`src/rtl/graph_pkg.sv`:
```
// Shared definitions for the graph fetch engine: FSM states and vertex record word offsets.
package graph_pkg;

  typedef enum logic [2:0] {
    IDLE  = 3'd0,
    HDR   = 3'd1,
    HWAIT = 3'd2,
    FETCH = 3'd3,
    DRAIN = 3'd4
  } state_t;

  // Word offsets inside a vertex record relative to its base address
  localparam int HDR_OFS  = 0;
  localparam int FEAT_OFS = 1;

endpackage

```
`src/rtl/sync_fifo.sv`:
```
// Single-clock FIFO with occupancy count; DEPTH must be a power of two.
module sync_fifo #(
  parameter int WIDTH = 33,
  parameter int DEPTH = 8
) (
  input  logic                         clk,
  input  logic                         rst,
  input  logic                         push,
  input  logic [WIDTH-1:0]             push_data,
  input  logic                         pop,
  output logic [WIDTH-1:0]             pop_data,
  output logic                         empty,
  output logic [$clog2(DEPTH+1)-1:0]   count
);

  localparam int PTR_W = $clog2(DEPTH);
  localparam int CNT_W = $clog2(DEPTH + 1);

  logic [WIDTH-1:0] mem [DEPTH];
  logic [PTR_W-1:0] wr_ptr;
  logic [PTR_W-1:0] rd_ptr;

  always_ff @(posedge clk) begin
    if (rst) begin
      wr_ptr <= '0;
      rd_ptr <= '0;
      count  <= '0;
    end else begin
      if (push) wr_ptr <= wr_ptr + PTR_W'(1);
      if (pop)  rd_ptr <= rd_ptr + PTR_W'(1);
      count <= count + CNT_W'(push) - CNT_W'(pop);
    end
  end

  // Storage carries no reset; occupancy alone decides what is visible
  always_ff @(posedge clk) begin
    if (push) mem[wr_ptr] <= push_data;
  end

  assign pop_data = mem[rd_ptr];
  assign empty    = (count == '0);

endmodule

```
`src/rtl/graph_fetch_engine.sv`:
```
// Fetches a vertex record (header, DIM features, N neighbour indices) over an in-order read port.
// Define GRAPH_FETCH_CLAMP_EN to clamp N to MAX_NEIGH and flag truncation on trunc_out.
module graph_fetch_engine
  import graph_pkg::*;
#(
  parameter int DIM      = 2,
  parameter int ADDR_W   = 32,
  parameter int DATA_W   = 32,
  parameter int MAX_OUT  = 4,
  parameter int NQ_DEPTH = 8
`ifdef GRAPH_FETCH_CLAMP_EN
  ,
  parameter int MAX_NEIGH = 16
`endif
) (
  input  logic                         clk_in,
  input  logic                         rst_in,
  input  logic                         v_valid_in,
  input  logic [ADDR_W-1:0]            v_addr_in,
  output logic                         v_ready_out,
  output logic                         mem_req_valid_out,
  output logic [ADDR_W-1:0]            mem_req_addr_out,
  input  logic                         mem_req_ready_in,
  input  logic                         mem_resp_valid_in,
  input  logic [DATA_W-1:0]            mem_resp_data_in,
  output logic [DIM-1:0][DATA_W-1:0]   data_out,
  output logic                         data_valid_out,
  output logic [DATA_W-1:0]            neigh_out,
  output logic                         neigh_valid_out,
  output logic                         neigh_last_out,
  input  logic                         neigh_ready_in,
  output logic                         busy_out,
  output logic                         trunc_out
);

  localparam int OUT_W = $clog2(MAX_OUT + 1);
  localparam int NQ_W  = $clog2(NQ_DEPTH + 1);
  localparam int SUM_W = NQ_W + 1;
  localparam int CNT_W = DATA_W + 2;

  state_t              state;
  logic [ADDR_W-1:0]   base;
  logic [CNT_W-1:0]    idx;
  logic [CNT_W-1:0]    last_ofs;
  logic [CNT_W-1:0]    rsp_cnt;
  logic [OUT_W-1:0]    out_cnt;
  logic [NQ_W-1:0]     nout_cnt;
  logic [NQ_W-1:0]     q_count;
  logic                q_empty;
  logic [DATA_W:0]     q_dout;
  logic [DATA_W-1:0]   n_eff;

  logic slot_free, idx_neigh, room_out, room_q;
  logic load_hdr, load_fetch, load_neigh, load;
  logic rsp_take, rsp_hdr, rsp_feat, rsp_neigh, last_beat, q_pop;

  // The request register counts as outstanding from the moment it is loaded,
  // so the limits below also cover a request still waiting for ready.
  assign slot_free  = !mem_req_valid_out || mem_req_ready_in;
  assign idx_neigh  = idx > CNT_W'(DIM);
  assign room_out   = out_cnt < OUT_W'(MAX_OUT);
  assign room_q     = (SUM_W'(nout_cnt) + SUM_W'(q_count)) < SUM_W'(NQ_DEPTH);
  assign load_hdr   = (state == HDR) && slot_free;
  assign load_fetch = (state == FETCH) && slot_free && room_out && (!idx_neigh || room_q);
  assign load_neigh = load_fetch && idx_neigh;
  assign load       = load_hdr || load_fetch;

  assign rsp_take  = mem_resp_valid_in && (out_cnt != '0) && (state != IDLE);
  assign rsp_hdr   = rsp_take && (state == HWAIT);
  assign rsp_feat  = rsp_take && (state != HWAIT) && (rsp_cnt < CNT_W'(DIM));
  assign rsp_neigh = rsp_take && (state != HWAIT) && !(rsp_cnt < CNT_W'(DIM));
  assign last_beat = (rsp_cnt == last_ofs - CNT_W'(1));
  assign q_pop     = !q_empty && neigh_ready_in;

`ifdef GRAPH_FETCH_CLAMP_EN
  logic clamp_hit;
  logic trunc;
  assign clamp_hit = mem_resp_data_in > DATA_W'(MAX_NEIGH);
  assign n_eff     = clamp_hit ? DATA_W'(MAX_NEIGH) : mem_resp_data_in;
  assign trunc_out = trunc;
`else
  assign n_eff     = mem_resp_data_in;
  assign trunc_out = 1'b0;
`endif

  always_ff @(posedge clk_in) begin
    if (rst_in) begin
      state             <= IDLE;
      idx               <= '0;
      last_ofs          <= '0;
      rsp_cnt           <= '0;
      out_cnt           <= '0;
      nout_cnt          <= '0;
      mem_req_valid_out <= 1'b0;
      data_valid_out    <= 1'b0;
      data_out          <= '0;
`ifdef GRAPH_FETCH_CLAMP_EN
      trunc             <= 1'b0;
`endif
    end else begin
      out_cnt        <= out_cnt + OUT_W'(load) - OUT_W'(rsp_take);
      nout_cnt       <= nout_cnt + NQ_W'(load_neigh) - NQ_W'(rsp_neigh);
      data_valid_out <= rsp_feat && (rsp_cnt == CNT_W'(DIM - 1));

      if (load) begin
        mem_req_valid_out <= 1'b1;
        mem_req_addr_out  <= base + ADDR_W'(load_hdr ? CNT_W'(HDR_OFS) : idx);
      end else if (mem_req_ready_in) begin
        mem_req_valid_out <= 1'b0;
      end

      if (rsp_take && (state != HWAIT)) rsp_cnt <= rsp_cnt + CNT_W'(1);
      if (rsp_feat) begin
        for (int k = 0; k < DIM; k++) begin
          if (rsp_cnt == CNT_W'(k)) data_out[k] <= mem_resp_data_in;
        end
      end

      case (state)
        IDLE: begin
          if (v_valid_in) begin
            base  <= v_addr_in;
            state <= HDR;
          end
        end
        HDR: begin
          if (load_hdr) state <= HWAIT;
        end
        HWAIT: begin
          if (rsp_hdr) begin
            last_ofs <= CNT_W'(DIM) + CNT_W'(n_eff);
            idx      <= CNT_W'(FEAT_OFS);
            rsp_cnt  <= '0;
`ifdef GRAPH_FETCH_CLAMP_EN
            trunc    <= clamp_hit;
`endif
            state    <= FETCH;
          end
        end
        FETCH: begin
          if (load_fetch) begin
            idx <= idx + CNT_W'(1);
            if (idx == last_ofs) state <= DRAIN;
          end
        end
        DRAIN: begin
          if ((out_cnt == '0) && q_empty && !mem_req_valid_out) begin
`ifdef GRAPH_FETCH_CLAMP_EN
            trunc <= 1'b0;
`endif
            state <= IDLE;
          end
        end
        default: state <= IDLE;
      endcase
    end
  end

  assign v_ready_out = (state == IDLE);
  assign busy_out    = (state != IDLE);

  sync_fifo #(
    .WIDTH (DATA_W + 1),
    .DEPTH (NQ_DEPTH)
  ) u_nq (
    .clk       (clk_in),
    .rst       (rst_in),
    .push      (rsp_neigh),
    .push_data ({last_beat, mem_resp_data_in}),
    .pop       (q_pop),
    .pop_data  (q_dout),
    .empty     (q_empty),
    .count     (q_count)
  );

  assign neigh_valid_out = !q_empty;
  assign neigh_out       = q_dout[DATA_W-1:0];
  assign neigh_last_out  = !q_empty && q_dout[DATA_W];

endmodule

```
`config.mk`:
```
export PLATFORM = sky130hd
export DESIGN_NAME = graph_fetch_engine
export DESIGN_NICKNAME = d
export VERILOG_FILES = /design/src/rtl/graph_pkg.sv /design/src/rtl/sync_fifo.sv /design/src/rtl/graph_fetch_engine.sv
export SDC_FILE = /design/constraint.sdc
export NUM_CORES = 1
export LEC_CHECK = 0
export ABC_CLOCK_PERIOD_IN_PS = 12400
export CORE_ASPECT_RATIO = 0.9
export CORE_MARGIN = 1
export CORE_UTILIZATION = 55
export CTS_BUF_LIST = sky130_fd_sc_hd__clkbuf_8
export CTS_CLUSTER_DIAMETER = 100
export CTS_CLUSTER_SIZE = 8
export DETAILED_ROUTE_END_ITERATION = 10
export PLACE_DENSITY_LB_ADDON = 0.08
export SETUP_SLACK_MARGIN = 0.15
export SYNTH_ARGS = -nofsm -noshare
export SYNTH_HDL_FRONTEND = slang
export SYNTH_HIERARCHICAL = 1
export SYNTH_SLANG_ARGS = --single-unit
```
`constraint.sdc`:
```
create_clock -name clk_in -period 12.4 [get_ports clk_in]
set_clock_uncertainty 0.2 [all_clocks]
set_input_delay 2.48 -clock clk_in [delete_from_list [all_inputs] [get_ports clk_in]]
set_output_delay 2.48 -clock clk_in [all_outputs]
set_load 0.1 [all_outputs]
```
==> flow_metrics.env <==
export IMPL_slowest_delay_ps=1030
export IMPL_clk_pin_slew_ps=60
export IMPL_crit_path_end_kind="primary output"
export IMPL_layout_commonest_cell="edfxtp_1"
export IMPL_critPathLaunchType="register"
export IMPL_cp_max_fo=46
export IMPL_cts_hold_buffers=0
export IMPL_hold_viol=0
export IMPL_antenna_found_initial=0
export IMPL_min_path_cells=2
export IMPL_grt_max_degree=77
export IMPL_dp_slack_ps=5410
export IMPL_irDropWorstVdd_v=0.0001474
export IMPL_rrSetupSlack_ps=7970
export IMPL_power_density_nw_per_um2=164.4
export IMPL_tightest_slew_ps=1239
export IMPL_netlist_area_um2=24080
export IMPL_placed_cell_area_um2=26580
export IMPL_clock_sinks=518
export IMPL_initial_core_util_pct=55.93
export IMPL_drt_initial_drc_count=1495
export IMPL_slew_headroom_pct=17.43
export IMPL_drtAntennaViolNets=0
export IMPL_syn_to_final_growth_pct=15.68
export IMPL_postLayoutCellArea_um2=27860
export IMPL_drt_vias_per_instance=5.938
export IMPL_r2r_end="mem_req_addr_out[23]$_DFFE_PP_"
export IMPL_final_max_slew_violation_count=0
export IMPL_cts_resized=0
export IMPL_min_to="data_out[15]$_SDFFE_PP0P_"
export IMPL_synth_area_per_cell_um2=12.28
export IMPL_syn_nets=2089
export IMPL_r2r_worst_path_cells=11
export IMPL_critPathTopFamily="buffers and inverters"
export IMPL_fillers=3320
export IMPL_setup_tns_ps=0
export IMPL_yosysUniqueCellTypes=75
export IMPL_die_w_um=222.6
export IMPL_path_class="reg -> out"
export IMPL_syn_inst=1961
export IMPL_clkLatencyLatePin_ps=660
export IMPL_crit_chain="buf_4 > mux4_2 > mux2_2 > nor2b_1 > clkdlybuf4s50_1"
export IMPL_finish_utilization_pct=64.70
export IMPL_critical_path_buf_inv_count=2
export IMPL_grt_pass1_vias=16060
export IMPL_vias=16390
export IMPL_dpl_hpwl_um=38080
export IMPL_synthFlopType="edfxtp_1"
export IMPL_post_cts_buffers=0
export IMPL_timing_rr_start="state[1]$_SDFFE_PP0P_"
export IMPL_p_leak_nw=10.15
export IMPL_die_y_um=200.5
export IMPL_cp_data_arrival_time_ps=4140
export IMPL_layout_common_cells="edfxtp_1, nor2_1, clkdlybuf4s50_1"
export IMPL_drt_wl_total_um=58250
export IMPL_root_buffer="clkbuf_8"
export IMPL_nets=2282
export IMPL_clockBufferDepth=3
export IMPL_gp_congestion=0.9048
export IMPL_ys_seq_area_share_pct=56.69
export IMPL_io_pins=205
export IMPL_async_flop_share_pct=0
export IMPL_hold_start="data_out[15]$_SDFFE_PP0P_"
export IMPL_fmax_mhz=146.6
export IMPL_cts_buffers=74
export IMPL_finalCritPeriodShare_pct=54.99
export IMPL_grt_pass1_wl_um=90670
export IMPL_setup_slack_ps=5581
export IMPL_fin_crit_ps=6819
export IMPL_num_rows=72
export IMPL_hold_slack_ps=298.0
export IMPL_setup_violations=0
export IMPL_portBuffers=203
export IMPL_slowest_stage="clkdlybuf4s50_1"
export IMPL_drive_gt1_share_pct=10.57
export IMPL_grt_overflow_total=0
export IMPL_drc=0
export IMPL_grt_use_total_pct=26.17
export IMPL_wl_per_cell_um=21.10
export IMPL_hp_class="reg -> reg"
export IMPL_synth_edf_count=328
export IMPL_status="completed"
export IMPL_antennaDiodeCount=0
export IMPL_drv_cap=0
export IMPL_cts_tree="yes"
export IMPL_required_ps=9720
export IMPL_htree_levels=3
export IMPL_synth_seq_cells=518
export IMPL_drt_pass1_iterations=5
export IMPL_core_area_um2=43060
export IMPL_die_area_um2=44630
export IMPL_rsz0062_at_grt="false"
export IMPL_synth_warning_count=6
where the power goes:
group	switching, mW	internal [mW]	total (mW)
clock	0.630	0.580	1.21
combinational	0.955	0.452	1.41
sequential	0.0672	1.90	1.96
synth_stat cells (49+ instances only):
cell type / count / share of area [%]
xor2_1: 70 / 2.5
clkbuf_1: 81 / 1.3
nand3_1: 57 / 1.2
nand4_1: 49 / 1.3
nor2_1: 233 / 3.6
mux2i_1: 75 / 3.1
edfxtp_1: 328 / 41
xnor2_1: 113 / 4.1
ha_1: 54 / 2.8
nand2_1: 82 / 1.3
dfxtp_1: 190 / 16
mux4_2: 59 / 5.5
through the flow:
step,cells,power [mW]
after floorplan,1961,3.068
after global placement,2633,3.396
after detailed placement,2633,3.407
after CTS,2760,4.616
after global routing,2760,4.780
final,2760,4.581
worst max path at each step:
stage	from	to	slack (ps)	depth (start not counted)
2_1_floorplan	mem_resp_valid_in	u_nq/mem[0][0]$_DFFE_PP_	6080	4
5_1_grt	register	neigh_last_out	5320	5
3_5_place_dp	mem_req_ready_in	mem_req_addr_out[23]$_DFFE_PP_	5410	12
4_1_cts	register	neigh_last_out	5440	5
6_report	register	neigh_last_out	5580	5
3_3_place_gp	mem_req_ready_in	mem_req_addr_out[23]$_DFFE_PP_	5480	12
layer usage:
layer / global-route usage, % / vias up / part of all wire, %
met2: 40.97 / 510 / 46
met5: 0 / - / 0
li1: - / 7636 / -
met1: 37.71 / 8167 / 46
met4: 6.330 / 0 / 1.7
met3: 5.108 / 77 / 6.1
registers in the layout (all words and copies together) (netlist names), named ones only:
name,flops
data_valid_out,1
out_cnt,3
u_nq/mem,264
rsp_cnt,34
state,3
u_nq/rd_ptr,3
u_nq/wr_ptr,3
last_ofs,33
mem_req_addr_out,32
nout_cnt,4
data_out,64
base,32
u_nq/count,4
idx,34
mem_req_valid_out,1
cell type report:
cell class | count | area, um^2 | area share (%)
inverters | 48 | 180.2 | 0.6467
repair buffers | 230 | 2232 | 8.011
well taps | 555 | 694.4 | 2.492
flip-flops and latches | 518 | 13660 | 49.03
clock buffers | 78 | 1074 | 3.853
clock inverters | 49 | 205.2 | 0.7365
multi-input cells | 1282 | 9817 | 35.23
kinds of logic after synthesis:
| logic type | Yosys count | share of synthesized area (%) |
|---|---|---|
| buf+inv | 161 | 2.888 |
| other cells | 1 | 0.01557 |
| compound gates | 209 | 5.886 |
| xor+xnor | 183 | 6.655 |
| flops | 518 | 56.69 |
| fa+ha+maj | 58 | 3.138 |
| mux | 175 | 10.99 |
| simple gates | 656 | 13.74 |
worst reg2reg max path, cell delays in order (launching register included):
cell	delay [ps]
dfxtp_1	390
nor2_1	220
nand3_1	700
and2_1	460
ha_1	320
o21ai_0	110
o21ai_0	330
nand3b_1	200
a21boi_0	660
o211a_1	300
o21a_1	160
o211ai_1	100
No activity file was read; power rests on OpenSTA's default activity.
